==> config.mk <==
export PLATFORM = sky130hd
export DESIGN_NAME = fp_add_arbiter
export DESIGN_NICKNAME = d
export VERILOG_FILES = /design/src/rtl/fp_add_arbiter.sv
export SDC_FILE = /design/constraint.sdc
export NUM_CORES = 1
export LEC_CHECK = 0
export ABC_AREA = 1
export CORE_MARGIN = 10
export CORE_UTILIZATION = 55
export CTS_CLUSTER_DIAMETER = 30
export DETAILED_ROUTE_END_ITERATION = 10
export DONT_BUFFER_PORTS = 1
export PLACE_DENSITY = 0.79
export SYNTH_ARGS = -nofsm -noshare
export SYNTH_HDL_FRONTEND = slang
export SYNTH_SLANG_ARGS = --single-unit
==> constraint.sdc <==
create_clock -name clk -period 9.1 [get_ports clk]
set_input_delay 1.82 -clock clk [delete_from_list [all_inputs] [get_ports clk]]
set_output_delay 1.82 -clock clk [all_outputs]
set_load 0.02 [all_outputs]
==> src/rtl/fp_add_arbiter.sv <==
// Round-robin wrapper that shares one combinational fp_adder among NUM_REQ requesters.
// Latency: a handshake in cycle t gives resp_valid in cycle t+2, and transactions are at least 3 cycles apart.
// Backpressure: with resp_ready low the result is held in RESP and no new grants are issued.
// Optional macro FP_ARB_SUB_EN adds a per-requester req_sub input; when set the adder computes A - B.

module fp_adder (
  input  logic [31:0] a,
  input  logic [31:0] b,
  output logic [31:0] sum
);
  // Truncating single-precision add: align, add or subtract, then normalise.
  // It has no rounding and no inf/nan/denormal handling.
  logic        a_big;
  logic [31:0] x, y;
  logic [7:0]  ex, ey, ediff, eres;
  logic [26:0] mx, my, my_sh;
  logic [27:0] mres, norm;
  logic [4:0]  lead, shift;

  always_comb begin
    a_big = (a[30:0] >= b[30:0]);
    x     = a_big ? a : b;
    y     = a_big ? b : a;
    ex    = x[30:23];
    ey    = y[30:23];
    mx    = {(ex != 8'd0), x[22:0], 3'b000};
    my    = {(ey != 8'd0), y[22:0], 3'b000};
    ediff = ex - ey;
    my_sh = (ediff > 8'd26) ? 27'd0 : (my >> ediff);
    if (x[31] == y[31]) mres = {1'b0, mx} + {1'b0, my_sh};
    else                mres = {1'b0, mx} - {1'b0, my_sh};
    lead = 5'd0;
    for (int i = 0; i < 27; i++) begin
      if (mres[i]) lead = 5'(i);
    end
    shift = 5'd26 - lead;
    if (mres[27]) begin
      norm = mres >> 1;
      eres = ex + 8'd1;
    end else begin
      norm = mres << shift;
      eres = ex - {3'b000, shift};
    end
    if (mres == 28'd0) sum = 32'd0;
    else               sum = {x[31], eres, 23'(norm >> 3)};
  end
endmodule

module fp_add_arbiter #(
  parameter int NUM_REQ = 4,
  parameter int ID_W    = $clog2(NUM_REQ)
) (
  input  logic                    clk,
  input  logic                    rst,
  input  logic [NUM_REQ-1:0]      req_valid,
  output logic [NUM_REQ-1:0]      req_ready,
  input  logic [32*NUM_REQ-1:0]   req_a,
  input  logic [32*NUM_REQ-1:0]   req_b,
`ifdef FP_ARB_SUB_EN
  input  logic [NUM_REQ-1:0]      req_sub,
`endif
  output logic                    resp_valid,
  input  logic                    resp_ready,
  output logic [31:0]             resp_sum,
  output logic [ID_W-1:0]         resp_id,
  output logic                    busy
);
  typedef enum logic [1:0] {IDLE, EXEC, RESP} state_t;

  state_t              state;
  logic [ID_W-1:0]     rr_ptr;
  logic [ID_W-1:0]     op_id;
  logic [31:0]         op_a, op_b, b_eff, sum;
  logic                grant_vld;
  logic [ID_W-1:0]     grant_idx;
  logic [31:0]         sel_a, sel_b;
  logic [2*NUM_REQ-1:0] rot;
  int                  slot;
`ifdef FP_ARB_SUB_EN
  logic                op_sub;
  logic                sel_sub;
`endif

  // Rotating the doubled valid vector puts requester rr_ptr+1 at bit 0.
  always_comb begin
    rot       = {req_valid, req_valid} >> ({1'b0, rr_ptr} + 1'b1);
    grant_vld = 1'b0;
    grant_idx = '0;
    slot      = 0;
    for (int k = 0; k < NUM_REQ; k++) begin
      slot = int'(rr_ptr) + 1 + k;
      if (slot >= NUM_REQ) slot = slot - NUM_REQ;
      if (!grant_vld && rot[k]) begin
        grant_vld = 1'b1;
        grant_idx = ID_W'(slot);
      end
    end
  end

  always_comb begin
    sel_a = 32'd0;
    sel_b = 32'd0;
`ifdef FP_ARB_SUB_EN
    sel_sub = 1'b0;
`endif
    for (int i = 0; i < NUM_REQ; i++) begin
      if (grant_idx == ID_W'(i)) begin
        sel_a = req_a[32*i +: 32];
        sel_b = req_b[32*i +: 32];
`ifdef FP_ARB_SUB_EN
        sel_sub = req_sub[i];
`endif
      end
    end
  end

  // The grant is gated by rst so that req_ready reads 0 while reset is held.
  assign req_ready = (state == IDLE && !rst && grant_vld) ?
                     (NUM_REQ'(1) << grant_idx) : '0;

`ifdef FP_ARB_SUB_EN
  assign b_eff = {op_b[31] ^ op_sub, op_b[30:0]};
`else
  assign b_eff = op_b;
`endif

  fp_adder u_fp_adder (
    .a   (op_a),
    .b   (b_eff),
    .sum (sum)
  );

  always_ff @(posedge clk or posedge rst) begin
    if (rst) begin
      state      <= IDLE;
      rr_ptr     <= ID_W'(NUM_REQ - 1);
      op_a       <= 32'd0;
      op_b       <= 32'd0;
      op_id      <= '0;
`ifdef FP_ARB_SUB_EN
      op_sub     <= 1'b0;
`endif
      resp_valid <= 1'b0;
      resp_sum   <= 32'd0;
      resp_id    <= '0;
      busy       <= 1'b0;
    end else begin
      case (state)
        IDLE: begin
          if (grant_vld) begin
            op_a   <= sel_a;
            op_b   <= sel_b;
            op_id  <= grant_idx;
`ifdef FP_ARB_SUB_EN
            op_sub <= sel_sub;
`endif
            rr_ptr <= grant_idx;
            busy   <= 1'b1;
            state  <= EXEC;
          end
        end
        EXEC: begin
          resp_sum   <= sum;
          resp_id    <= op_id;
          resp_valid <= 1'b1;
          state      <= RESP;
        end
        RESP: begin
          if (resp_ready) begin
            resp_valid <= 1'b0;
            busy       <= 1'b0;
            state      <= IDLE;
          end
        end
        default: begin
          resp_valid <= 1'b0;
          busy       <= 1'b0;
          state      <= IDLE;
        end
      endcase
    end
  end
endmodule

== After elaboration in Yosys (flattened, before gate mapping) ==
Cells that the tools add are included.

* Register bits after elaboration: 106
* Bits in latches: 0
* Bits in writable memories: 0
* Memory bits (read-only): 0
* Memories: 0

* Add/sub/neg operators: 15
* Multiply operators: 0
* Divide/modulo/power cells: 0
* Magnitude comparators: 6
* Eq/ne operators: 8
* Shift-type cells: 4
* Multiplexer cells: 61
* Bitwise logic cells: 2
* Reductions and logical operators: 18

{| class="wikitable"
|+ Operators with widths
! cell !! count
|-
| 2-to-1 mux 32 bit || 11
|-
| 2-to-1 mux 5 bit || 25
|-
| >= comparator 31 bit || 1
|-
| adder 27 x 27 -> 28 bit || 1
|-
| zero test 28 bit || 1
|-
| 2-to-1 mux 28 bit || 1
|-
| << shifter 28 x 5 -> 26 bit || 1
|-
| subtractor 27 x 27 -> 28 bit || 1
|-
| 2-to-1 mux 27 bit || 1
|-
| >> shifter 27 x 8 -> 27 bit || 1
|-
| 2-to-1 mux 26 bit || 1
|-
| 2-to-1 mux 2 bit || 10
|-
| nonzero test 8 bit || 2
|-
| >= comparator 4 x 3 -> 1 bit (second input constant) || 3
|-
| adder 3 x 2 -> 4 bit (second input constant) || 2
|-
| adder 8 x 1 -> 8 bit (second input constant) || 1
|-
| greater-than comparator 8 x 5 -> 1 bit (second input constant) || 1
|-
| 2-to-1 mux 8 bit || 1
|-
| >> shifter 8 x 3 -> 4 bit || 1
|-
| subtractor 2 x 1 -> 2 bit (second input constant) || 4
|-
| subtractor 8 x 5 -> 8 bit || 1
|-
| subtractor 8 bit || 1
|-
| 2-to-1 mux 1 bit || 7
|-
| adder 2 x 1 -> 3 bit (second input constant) || 2
|-
| other kinds (17) || 33
|}

== Logic depth before layout (Yosys ltp) ==
Gate-level depths: netlist (run 1).

* Word-level depth: 37
* Gate-level depth with buffers: 87

== Hierarchy ==
A second synthesis (run 1) with hierarchy kept.

* Cell total of the unflattened synthesis: 2649
* Area total of the unflattened synthesis: 14929.3 µm²

{| class="wikitable"
|+ Modules (own cells, without submodules)
! module !! times used !! cells each !! area each (µm²)
|-
| fp_adder || 1 || 1659 || 8451.9
|-
| fp_add_arbiter || 1 || 990 || 6477.5
|}

== Worst setup path after synthesis (run 1) ==
OpenSTA, ideal clock, no wires.

* Path kind: reg-to-reg
* From: register op_a[28]
* To: register resp_sum[29]
* Library setup time: 127 ps
* Arrival time: 8804 ps
* Slack: 169 ps
* Stages on the path, launching flop included: 64
* Path buffers: 5
* Clock period less this slack: 8931 ps
* Cells stage by stage: dfrtp_1 -> ha_1 -> nand2_2 -> nor2_2 -> nand2_1 -> nand3_1 -> nor2_1 -> nand2_1 -> nor2_2 -> nand2_4 -> o21ai_0 -> nand2_2 -> ha_1 -> inv_1 -> clkbuf_1 -> buf_2 -> buf_1 -> nor2_1 -> (+28 left out) -> nand2_4 -> buf_2 -> ha_1 -> clkbuf_1 -> clkinv_1 -> nor3_2 -> nand2_1 -> nand2_1 -> nor2_1 -> ha_1 -> inv_1 -> o31ai_1 -> inv_1 -> nor2_1 -> o21ai_0 -> nand2_1 -> xnor2_1 -> o21ai_0

* Cells in the longest elaborated chain, start to end: 37
* Elaborated cells between the ends (all ways): 45

{| class="wikitable"
|+ RTL lines
! what !! RTL line !! source
|-
| from (decl) || 73 || <nowiki>logic [31:0] op_a, op_b, b_eff, sum;</nowiki>
|-
| from (signal assigned) || 151 || <nowiki>op_a <= sel_a;</nowiki>
|-
| >= comparator 31 bit || 21 || <nowiki>a_big = (a[30:0] >= b[30:0]);</nowiki>
|-
| 2-to-1 mux 32 bit, on equally long branches || 22, 23 ||
|-
| subtractor 8 bit or nonzero test 8 bit (tied branches) || 28, 27 ||
|-
| >> shifter 27 x 8 -> 27 bit or greater-than comparator 8 x 5 -> 1 bit (tied branches) || 29 || <nowiki>my_sh = (ediff > 8'd26) ? 27'd0 : (my >> ediff);</nowiki>
|-
| 2-to-1 mux 27 bit || 29 ||
|-
| subtractor 27 x 27 -> 28 bit or adder 27 x 27 -> 28 bit (tied branches) || 31, 30 ||
|-
| 2-to-1 mux 28 bit || 30 || <nowiki>if (x[31] == y[31]) mres = {1'b0, mx} + {1'b0, my_sh};</nowiki>
|-
| 2-to-1 mux 1 bit || 34 || <nowiki>if (mres[i]) lead = 5'(i);</nowiki>
|-
| 2-to-1 mux 5 bit (25 in a row) || 34 ||
|-
| subtractor 5 bit || 36 || <nowiki>shift = 5'd26 - lead;</nowiki>
|-
| subtractor 8 x 5 -> 8 bit || 42 || <nowiki>eres = ex - {3'b000, shift};</nowiki>
|-
| 2-to-1 mux 8 bit || 37 || <nowiki>if (mres[27]) begin</nowiki>
|-
| 2-to-1 mux 32 bit * || 44 || <nowiki>if (mres == 28'd0) sum = 32'd0;</nowiki>
|-
| to (signal assigned) || 163 || <nowiki>resp_sum <= sum;</nowiki>
|-
| to (decl) || 64 || <nowiki>output logic [31:0] resp_sum,</nowiki>
|}

Every way passes the cells marked *; elsewhere a longest branch is shown, timed or not.
A chain may end at the register's enable or synchronous reset.

== Final worst setup path (run 1) ==
* From: register op_a[30]
* To: register resp_sum[30]

The elaborated chain is that of the path after synthesis.

==> flow_summary.ini, run 1 <==
[run_status]
status = complete, but fails checks
violations = negative setup slack

[sta]
fmax_mhz = 108.1
setup_violations = 2
fin_skew_ns = 0.01001
max_slew_margin_pct = 14.93
post-route-period-util_pct = 101.6
rsz0062_at_grt = yes
period_minus_slack_ns = 9.248
drv_slew = 0
setup-tns-final_ns = -0.1588
worstMarginPinSlew_ns = 1.273
report.final.hold_viol_count = 0
final.setup.worst_slack_ns = -0.1479

[placement]
place.gp.congestion = 1.037
placed_cell_area_um2 = 15650
place.detailed.hpwl_um = 44390
dp.cells = 2825
portBuffers = 0

[synth]
synth_top_cell_by_area = nand2_1
postSynthCellCount = 2367
seq_area_frac_synth_pct = 19.19
synth_cell_types = 65
synthTopCellsByCount = nand2_1 (782), nand3_1 (371), inv_1 (206), o21ai_0 (178), a21oi_1 (146)
synth_warnings = 0
synth_area_leaders = nand2_1 (21%), dfrtp_1 (19%), nand3_1 (13%), ha_1 (8.1%), o21ai_0 (6.4%)
yosysMostFrequentCell = nand2_1
synthArstFlopShare_pct = 100.0
syn_area_um2 = 13840
ys.flop_type = dfrtp_1
syn_area_per_cell_um2 = 5.845
ys_ff_latch = 106
synth_nets = 2722
synth_edf_count = 0
synth_top_cell_area_share_pct = 21.22

[cells_and_area]
drive_above_1_share_pct = 21.02
area_growth_pct = 24.22
fin_cells = 2888
antenna-diode-count = 0
fin_util_pct = 70.05
fin_nets = 2914
postLayoutCellArea_um2 = 17190
nFillCells = 2130

[drt]
drt_iter0_markers = 1860
dr.pass1.iters = 6
ant_nets = 0
drc = 0
vias_per_cell = 5.988
post_drt_wl_per_cell_um = 19.70
wl_um = 56880
num_vias = 17293

[global_route]
grt_max_degree = 100
grt_pass1_vias = 16020
grt_overflow_total = 0
grt_use_total_pct = 33.08
antenna_found_initial = 0
grt_pass1_wl_um = 84880

[clock_network]
cts_buffer_depth = 2
cts_root_buf = clkbuf_16
htree_num_levels = 3
clk_latency_ns = 0.37
cts_inserted_buffers = 9
clkTransAtPathRegs_ns = 0.08
cts_tree = built
clock_sinks = 106

[critical_path]
worst_setup_path_end_kind = flop
startpoint_type = flop
critPathBufInv = 12
cp.required_ns = 9.39
crit_top_cell = nand2_2
slowest_stage = fa_2
worstPathArrival_ns = 9.54
worstSetupPathType = flop to flop
cp_top_family = simple AND/OR/NAND/NOR gates
critical_path.max_fanout = 8
critPathMaxStageDelay_ns = 0.42

[floorplan]
die_w_um = 178.6
io_pins = 303
start_util_pct = 56.40
num_rows = 57
chipHeight_um = 178.6
dieArea_um2 = 31900
core_area_um2 = 24530

[min_path]
hp-class = flop to flop

[job]
max_cap_viol_count = 0
==> state kept, by name (all words and copies together) (netlist names) <==
name        flops
b_eff          32
busy            1
op_a           32
op_id           2
resp_id         2
resp_sum       32
resp_valid      1
rr_ptr          2
state           2
==> cells in the final DEF, fill, tap and decap left out, types with 4 or more instances in the layout <==
cell type  instances
o21ai_0          172
o21ai_1           18
xor2_2             4
o31ai_4            5
nand3_2           11
nand4_1           29
a211oi_1           6
a221oi_1           8
dfrtp_1          104
a21o_1             4
nand3_1          364
inv_2             39
ha_4              20
nor3_1            13
buf_6             11
o31ai_1            4
nor2_4            12
inv_1            187
nand2_4           17
buf_4            284
o21ai_2            8
nand2_1          748
or2_2              4
a31oi_1           24
ha_1              69
clkbuf_16         11
nand2_2           42
a21oi_2           14
o211ai_1          12
xor2_1            14
nor2_2             8
a21oi_1          131
nor2_1            85
==> through the flow <==
stage	worst slack [ns]	hold slack (ns)
2_1_floorplan	0.1692	0.4530
3_3_place_gp	-0.1294	0.4755
3_5_place_dp	-0.4910	0.4815
4_1_cts	0.002013	0.4989
5_1_grt	-0.7947	0.5306
6_report	-0.1479	0.4975
==> routing by layer <==
| metal | vias up | part of all wire, % | GRT usage (%) |
|---|---|---|---|
| met5 | - | 0 | 0 |
| met4 | 0 | 4.7 | 13.06 |
| met3 | 167 | 7.7 | 5.518 |
| met2 | 939 | 49 | 56.49 |
| met1 | 7933 | 39 | 40.66 |
| li1 | 8254 | - | - |
==> worst min-delay path: stages (launching register included) <==
cell and delay [ns]:
dfrtp_1 0.35, nand2_1 0.05, o21ai_0 0.06
==> final cells by class <==
class | count | area, um^2 | area share (%)
multi-input cells | 1909 | 10560 | 61.43
flip-flops and latches | 106 | 2655 | 15.45
repair buffers | 302 | 2396 | 13.94
inverters | 231 | 874.6 | 5.089
well taps | 324 | 405.4 | 2.359
clock buffers | 11 | 252.7 | 1.471
clock inverters | 5 | 45.04 | 0.2621
==> final timing paths <==
check,from,to,slack (ns),cells past startpoint
min in group asynchronous,rst,op_id[0]$_DFFE_PP0P_,1.36,1
worst min register to register,b_eff[17]$_DFFE_PP0P_,b_eff[17]$_DFFE_PP0P_,0.50,2
worst max register to register,op_a[30]$_DFFE_PP0P_,resp_sum[30]$_DFFE_PP0P_,-0.15,74
worst min-delay path,b_eff[17]$_DFFE_PP0P_,b_eff[17]$_DFFE_PP0P_,0.50,2
max in group asynchronous,rst,op_a[15]$_DFFE_PP0P_,6.47,2
worst max-delay path,op_a[30]$_DFFE_PP0P_,resp_sum[30]$_DFFE_PP0P_,-0.15,74
==> repair_timing <==
item,4_1_cts,5_1_grt
setup endpoints to repair,4,29
resized for setup,29,168
pin swaps,6,87
hold buffers,0,0
gates cloned,0,2
buffers inserted,6,39
==> cell families after synthesis <==
group / Yosys count / share of synthesized area, %
fa+ha+maj: 92 / 8.428
buf+inv: 352 / 10.31
compound gates: 438 / 17.82
flops: 106 / 19.19
xor+xnor: 21 / 1.519
mux: 2 / 0.1447
simple gates: 1356 / 42.59
Power of run 1 is left out: the tool's default activity adds up to more than one toggle a clock period on the data nets, which glitch-free logic cannot reach.
==> run 2: changes to the inputs <==
Settings changed: CORE_UTILIZATION 55 to 48, DONT_BUFFER_PORTS 1 to unset, PLACE_DENSITY 0.79 to 0.85.
==> run 2 against run 1 <==
The flow still finishes with violations (negative setup slack). First-iteration DRC count grew 15%. Non-clock buffer count grew 267. Critical path depth shrank 3. Cell area grew 18%. Register-to-register slack is essentially flat. Clock skew grew 0.00070 ns. Core utilization grew 0.81 points. Final cell count grew 11%. Sequential share of layout area shrank 2.3 points. Critical endpoint unchanged.
==> flow_summary.ini, run 2 (synthesis gave the netlist of run 1 again) <==
[run_status]
status = complete, but fails checks
violations = negative setup slack

[critical_path]
worstPathArrival_ns = 9.53
startpoint_type = flop
cp.required_ns = 9.39
worstSetupPathType = flop to flop
slowest_stage = fa_2
worst_setup_path_end_kind = flop
critPathMaxStageDelay_ns = 0.38
critical_path.max_fanout = 9

[sta]
period_minus_slack_ns = 9.246
fin_skew_ns = 0.01071
hold_slack_ns = 0.4812
worstMarginPinSlew_ns = 1.089
final.setup.worst_slack_ns = -0.1456
rsz0062_at_grt = yes
drv_slew = 0
report.final.hold_viol_count = 0
max_slew_margin_pct = 27.24
fmax_mhz = 108.2
post-route-period-util_pct = 101.6
setup_violations = 1

[clock_network]
cts_hold_buf = 0
cts_root_buf = clkbuf_16
clkTransAtPathRegs_ns = 0.08
htree_num_levels = 3
cts_tree = built
cts_inserted_buffers = 9
clock_sinks = 106
clk_latency_ns = 0.36
cts_buffer_depth = 2

[job]
max_cap_viol_count = 0

[global_route]
use_met3_pct = 5.309
antenna_found_initial = 1
use_met2_pct = 52.86
top_usage_layer = met2
grt_use_total_pct = 31.15
grt_overflow_total = 0
grt_pass1_vias = 17197
grt_max_degree = 116
grt_pass1_wl_um = 91640
grt.met1_usage_pct = 38.22

[drt]
ant_nets = 0
vias_per_cell = 5.768
dr.pass1.iters = 6
drt_iter0_markers = 2134
post_drt_wl_per_cell_um = 18.93
num_vias = 18551
drc = 0
wl_um = 60880

[cells_and_area]
seq_area_um2 = 2655
antenna-diode-count = 0
area_growth_pct = 46.20
final_cell_mix = nand2_1 (735), nand3_1 (338), clkdlybuf4s50_1 (302), buf_4 (251), inv_1 (185)
layout_commonest_cell = nand2_1
multi_input_area_um2 = 10700
drive_above_1_share_pct = 19.31
nFillCells = 2455
fin_nets = 3182

[floorplan]
dieArea_um2 = 36010
die_w_um = 189.8
io_pins = 303
start_util_pct = 48.47
num_rows = 62
core_area_um2 = 28550
chipHeight_um = 189.8

[min_path]
hp-class = flop to flop

[placement]
place.gp.congestion = 1.007
place.detailed.hpwl_um = 47640
portBuffers = 302
[run 2: per-layer routing]
layer,wire [um],vias up
li1,-,8806
met1,23510,8545
met2,29490,1027
met3,5068,171
met4,2795,2
met5,13,-
[run 2: final timing paths]
check	from	cells past startpoint	slack, ns	to
setup / recovery	b_eff[22]$_DFFE_PP0P_	71	-0.15	resp_sum[30]$_DFFE_PP0P_
hold / removal	resp_sum[16]$_DFFE_PP0P_	2	0.48	resp_sum[16]$_DFFE_PP0P_
min in group asynchronous	rst	2	1.80	resp_sum[30]$_DFFE_PP0P_
max in group asynchronous	rst	3	6.01	op_a[15]$_DFFE_PP0P_
hold reg to reg	resp_sum[16]$_DFFE_PP0P_	2	0.48	resp_sum[16]$_DFFE_PP0P_
setup reg to reg	b_eff[22]$_DFFE_PP0P_	71	-0.15	resp_sum[30]$_DFFE_PP0P_
[run 2: worst max-delay path, delay by kind of cell, from the launching register on]
kind / cells / cell delay (ns)
AOI/OAI and AO/OA: 18 / 2.76
xor gates and xnor gates: 1 / 0.18
adders and majority gates: 5 / 1.35
buffers and inverters: 11 / 1.06
DFF: 1 / 0.37
and+or+nand+nor: 36 / 3.44
[run 2: metrics by stage]
| stage | area, um^2 | setup WS [ns] | std cells | setup TNS [ns] | util, % |
|---|---|---|---|---|---|
| 2_1_floorplan | 13840 | 0.1692 | 2367 | 0 | - |
| 3_3_place_gp | 18370 | -0.04094 | 3131 | -0.04094 | 64.36 |
| 3_5_place_dp | 18370 | -0.3623 | 3131 | -0.9544 | 64.36 |
| 4_1_cts | 19090 | 0.0007656 | 3176 | 0 | 66.88 |
| 5_1_grt | 20230 | -0.6195 | 3216 | -2.110 | 70.86 |
| 6_report | 20230 | -0.1456 | 3216 | -0.1456 | 70.86 |
[run 2: cell type report]
cell class	count	share of cell area [%]
sequential	106	13.13
tap	384	2.375
inverter	231	4.385
multi-input combinational	1909	52.90
clock buffer	11	1.249
timing repair buffer	569	25.70
clock inverter	5	0.2227
timing repair inverter	1	0.03711
[run 2: repair_timing]
| action | 4_1_cts | 5_1_grt |
|---|---|---|
| setup buffers | 29 | 38 |
| resized for setup | 40 | 197 |
| setup endpoints to repair | 4 | 29 |
| cloned | 0 | 4 |
| pin swaps | 12 | 101 |
Power of run 2 is left out for the same reason.
